<file path="src/rtl/alu_arbiter.sv">
// -----------------------------------------------------------------------------
// AluArbiter (module alu_arbiter)
// Shares one external combinational ALU between two requesters. Requests are
// accepted one at a time. When both requesters are valid, round-robin priority
// decides which one is granted. The ALU result is registered and presented on
// a valid/ready response channel.
//
// Ports
//   clk, rst_n                 clock, asynchronous active-low reset
//   req0_* / req1_*            valid/ready request channels carrying operands
//                              a, b (4 bits each) and opcode op (2 bits)
//   alu_in1, alu_in2, alu_op   operands and opcode driven to the shared ALU
//   alu_out, alu_err           combinational result and overflow from the ALU
//   rsp_valid, rsp_ready       response handshake
//   rsp_id                     requester that owns the response
//   rsp_data, rsp_err          registered ALU result and overflow flag
// -----------------------------------------------------------------------------
module alu_arbiter #(
  parameter logic RR_INIT = 1'b0
) (
  input  logic       clk,
  input  logic       rst_n,
  input  logic       req0_valid,
  output logic       req0_ready,
  input  logic [3:0] req0_a,
  input  logic [3:0] req0_b,
  input  logic [1:0] req0_op,
  input  logic       req1_valid,
  output logic       req1_ready,
  input  logic [3:0] req1_a,
  input  logic [3:0] req1_b,
  input  logic [1:0] req1_op,
  output logic [3:0] alu_in1,
  output logic [3:0] alu_in2,
  output logic [1:0] alu_op,
  input  logic [3:0] alu_out,
  input  logic       alu_err,
  output logic       rsp_valid,
  input  logic       rsp_ready,
  output logic       rsp_id,
  output logic [3:0] rsp_data,
  output logic       rsp_err
);

  typedef enum logic [1:0] {
    IDLE = 2'd0,
    EXEC = 2'd1,
    RESP = 2'd2
  } state_t;

  state_t     state_q, state_d;
  logic       rrPtr_q;
  logic [3:0] opA_q, opB_q;
  logic [1:0] op_q;
  logic       id_q;
  logic [3:0] rspData_q;
  logic       rspErr_q;
  logic       grant0, grant1;

  // Next-state and grant decision. A lone requester is granted regardless of
  // the pointer. The pointer only breaks ties when both requesters are valid.
  always_comb begin
    state_d = state_q;
    grant0  = 1'b0;
    grant1  = 1'b0;
    case (state_q)
      IDLE: begin
        if (req0_valid && req1_valid) begin
          if (rrPtr_q) grant1 = 1'b1;
          else         grant0 = 1'b1;
        end else if (req0_valid) begin
          grant0 = 1'b1;
        end else if (req1_valid) begin
          grant1 = 1'b1;
        end
        if (grant0 || grant1) state_d = EXEC;
      end
      EXEC: state_d = RESP;
      RESP: if (rsp_ready) state_d = IDLE;
      default: state_d = IDLE;
    endcase
  end

  // State, operand latch, round-robin pointer and result capture. On a grant
  // the pointer moves to the requester that lost, so it gets the next tie.
  always_ff @(posedge clk or negedge rst_n) begin
    if (!rst_n) begin
      state_q   <= IDLE;
      rrPtr_q   <= RR_INIT;
      opA_q     <= 4'd0;
      opB_q     <= 4'd0;
      op_q      <= 2'd0;
      id_q      <= 1'b0;
      rspData_q <= 4'd0;
      rspErr_q  <= 1'b0;
    end else begin
      state_q <= state_d;
      if (grant0) begin
        opA_q   <= req0_a;
        opB_q   <= req0_b;
        op_q    <= req0_op;
        id_q    <= 1'b0;
        rrPtr_q <= 1'b1;
      end else if (grant1) begin
        opA_q   <= req1_a;
        opB_q   <= req1_b;
        op_q    <= req1_op;
        id_q    <= 1'b1;
        rrPtr_q <= 1'b0;
      end
      if (state_q == EXEC) begin
        rspData_q <= alu_out;
        rspErr_q  <= alu_err;
      end
    end
  end

  // Ready is qualified with rst_n. This keeps it low while reset is asserted,
  // even though the state register already reads IDLE during reset.
  assign req0_ready = grant0 & rst_n;
  assign req1_ready = grant1 & rst_n;

  assign alu_in1   = opA_q;
  assign alu_in2   = opB_q;
  assign alu_op    = op_q;

  assign rsp_valid = (state_q == RESP);
  assign rsp_id    = id_q;
  assign rsp_data  = rspData_q;
  assign rsp_err   = rspErr_q;

endmodule

</file>
<file path="config.mk">
export PLATFORM = sky130hd
export DESIGN_NAME = alu_arbiter
export DESIGN_NICKNAME = d
export VERILOG_FILES = /design/src/rtl/alu_arbiter.sv
export SDC_FILE = /design/constraint.sdc
export NUM_CORES = 1
export LEC_CHECK = 0
export BUFFER_PORTS_ARGS = -buffer_cell sky130_fd_sc_hd__buf_2
export CAP_MARGIN = 20
export CORE_MARGIN = 5
export CORE_UTILIZATION = 46
export DETAILED_ROUTE_END_ITERATION = 10
export HOLD_SLACK_MARGIN = 0.03
export PLACE_DENSITY = 0.88
export SYNTH_ARGS = -nofsm -noshare
export SYNTH_HDL_FRONTEND = slang
export SYNTH_SLANG_ARGS = --single-unit
export TNS_END_PERCENT = 20
</file>
<file path="constraint.sdc">
create_clock -name clk -period 3.55 [get_ports clk]
set_input_delay 0.8875 -clock clk [delete_from_list [all_inputs] [get_ports clk]]
set_output_delay 0.8875 -clock clk [all_outputs]
set_load 0.03 [all_outputs]
</file>
==> results.py <==
metrics = {
    "status": {
        "status": "finished, final reports clean",
    },
    "global_route": {
        "antenna_found_initial": 0,
        "grt_pass1_vias": 728,
        "grt_pass1_wl_mm": 3.243,
        "track_usage_pct": 15.79,
        "grt_max_degree": 22,
        "grt_overflow": 0,
    },
    "detailed_routing": {
        "vias": 782,
        "drc": 0,
        "vias_per_cell": 5.284,
        "dr.pass1.iters": 4,
        "drtIter0Drc": 8,
        "routed_wl_mm": 2.188,
        "drtAntennaViolNets": 0,
        "wire_per_inst_um": 14.78,
    },
    "synth": {
        "synth_edf_count": 0,
        "synthTopCellsByCount": "19 x dfrtp_1, 6 x a21oi_1, 6 x a32oi_1, 6 x and3_1, 6 x o2bb2ai_1",
        "synthArstFlopShare_pct": 100.0,
        "synth_area_leaders": "dfrtp_1 53%, mux2_1 6.3%, a32oi_1 5.9%",
        "postSynthCellCount": 75,
        "ys_seq_area_share_pct": 53.15,
        "synth_top_area_share_pct": 53.15,
        "syn_area_um2": 894.6,
        "synthMostInstantiatedCell": "dfrtp_1",
        "yosysWarnings": 0,
        "synth_cell_types": 23,
        "synth_area_leader_cell": "dfrtp_1",
        "ys.flop_type": "dfrtp_1",
        "syn-num-nets": 105,
        "ys_seq_elements": 19,
        "avgSynthCellArea_um2": 11.93,
    },
    "setup_path": {
        "r2r_slack_ps": 2120,
        "crit_start": "req1_valid",
        "path_depth": 4,
        "end_kind": "output pin",
        "crit_family": "simple AND/OR/NAND/NOR gates",
        "crit_chain": "buf_2, nor3b_2, and3_1, buf_2",
        "cp_max_fo": 8,
        "crit_buf_inv": 2,
        "critPathLaunchType": "primary input",
        "crit_top_cell": "buf_2",
        "crit_slowest_cell": "nor3b_2",
        "cp-endpoint": "req1_ready",
        "crit_type": "primary input to output pin",
        "max_stage_delay_ps": 380,
        "reg2reg_to": "alu_in2[0]",
        "reg2regPathDepth": 3,
        "critPathArrivalTime_ps": 1780,
        "required_ps": 2660,
        "r2r-start": "state_q[0]",
    },
    "timing": {
        "finalSetupViolCount": 0,
        "post-route-min-period_ps": 2665,
        "timing.slew.headroom_pct": 70.87,
        "rsz0062_at_grt": "false",
        "clock_skew_ps": 1.286,
        "finalCritPeriodShare_pct": 75.08,
        "tns_ps": 0,
        "drv_slew": 0,
        "hold_viol_final": 0,
        "worst_pin_slew_ps": 437.0,
        "worst_slack_ps": 884.8,
        "max_freq_ghz": 0.3752,
        "whs_ps": 502.5,
    },
    "layout": {
        "antenna_cells": 0,
        "syn_to_final_growth_pct": 29.37,
        "stdcell_area_um2": 1157,
        "instances_no_fill": 148,
        "nNetsFinal": 152,
        "drive_above_1_share_pct": 48.76,
    },
    "clocking": {
        "clkSlewWorstSetupHoldPaths_ps": 100,
        "cts_root_buffer": "clkbuf_4",
        "h-tree-depth": 1,
        "cts_inserted_buffers": 3,
        "post_cts_buffers": 0,
        "cts_resized": 0,
        "cts_sinks": 19,
        "clockBufferDepth": 2,
        "tritoncts": "done",
        "clock_latency_ps": 300,
        "ctsHoldBuffers": 0,
    },
    "power": {
        "clockPowerShare_pct": 9.7,
        "p_switching_w": 0.0005348,
        "cellPowerDensity_nw_per_um2": 967.8,
        "intPower_w": 0.0005852,
        "pwr-share-comb_pct": 54.9,
        "p_leak_nw": 0.6015,
        "ir_drop_v": 0.0004550,
        "pwr-share-seq_pct": 35.4,
        "switching_share_pct": 47.75,
    },
    "place": {
        "dp_hpwl_mm": 1.692,
        "io_buffers": 48,
        "gp_congestion": 0.7259,
        "placed_cell_area_um2": 1130,
        "dp.cells": 144,
        "dp_slack_ps": 872.2,
    },
    "floorplanning": {
        "placementRows": 16,
        "dieHeight_um": 54.10,
        "dieArea_um2": 2927,
        "pin_count": 49,
        "coreArea_um2": 1902,
        "die_w_um": 54.10,
        "initial_utilization_pct": 47.04,
    },
    "hold_path": {
        "min_path_type": "flop to flop",
    },
    "job": {
        "drv_cap": 0,
    },
}
## worst min path at each step
| stage | startpoint | endpoint | depth (start not counted) | slack [ps] |
|---|---|---|---|---|
| 6_report | rsp_data[3] | rsp_data[3] | 1 | 500 |
| 5_1_grt | rsp_id | rsp_id | 1 | 520 |
| 4_1_cts | rsp_id | rsp_id | 1 | 510 |
| 3_5_place_dp | alu_op[1] | alu_op[1] | 1 | 470 |
| 3_3_place_gp | rsp_id | rsp_id | 1 | 450 |
| 2_1_floorplan | rrPtr_q | rrPtr_q | 2 | 520 |
## metal layers
metal / part of all wire [%] / global-route usage, %
met1: 41 / 20.62
met2: 49 / 25.40
met3: 8.0 / 3.324
met4: 1.8 / 6.224
met5: 0 / 0
## registers in the layout, indices dropped and copies added, names as in the netlist
register,count
rrPtr_q,1
alu_in2,4
rsp_err,1
alu_in1,4
rsp_data,4
alu_op,2
rsp_id,1
state_q,2
## kinds of logic after synthesis
logic type / share of synthesized area, %
buf+inv: 6.433
flops: 53.15
simple gates: 11.19
mux: 6.293
compound gates: 22.94
## per-stage QoR
stage / util [%] / total power, W
global route: 60.86 / 0.001199
global placement: 59.41 / 0.001000
detailed placement: 59.41 / 0.001015
floorplan: - / 0.0008547
finish: 60.86 / 0.001120
CTS: 60.86 / 0.001127
## cell type report
class	count	area (µm²)
fillers	163	744.5
repair buffers	49	247.7
clock inverters	1	5.005
clock buffers	3	22.52
well taps	27	33.78
flip-flops and latches	19	475.5
multi-input cells	46	361.6
inverters	3	11.26
## power by group through the flow
stage / clock network, W / registers [W] / logic (W)
detailed placement: 0 / 0.000398 / 0.000618
CTS: 0.000111 / 0.000396 / 0.000621
global placement: 0 / 0.000394 / 0.000606
finish: 0.000108 / 0.000396 / 0.000615
global route: 0.000119 / 0.000410 / 0.000670
floorplan: 0 / 0.000575 / 0.000279
## layout by cell type (no fill, tap or decap), types with 2 or more instances in the layout
master and count:
a21oi_1 6, o2bb2ai_1 6, dfrtp_1 19, buf_2 48, nand2b_1 3, a32oi_1 6
mux2_1 5, and3_1 6, inv_1 2, a221o_1 4, clkbuf_4 3
Power figures use the tool's default switching activity.
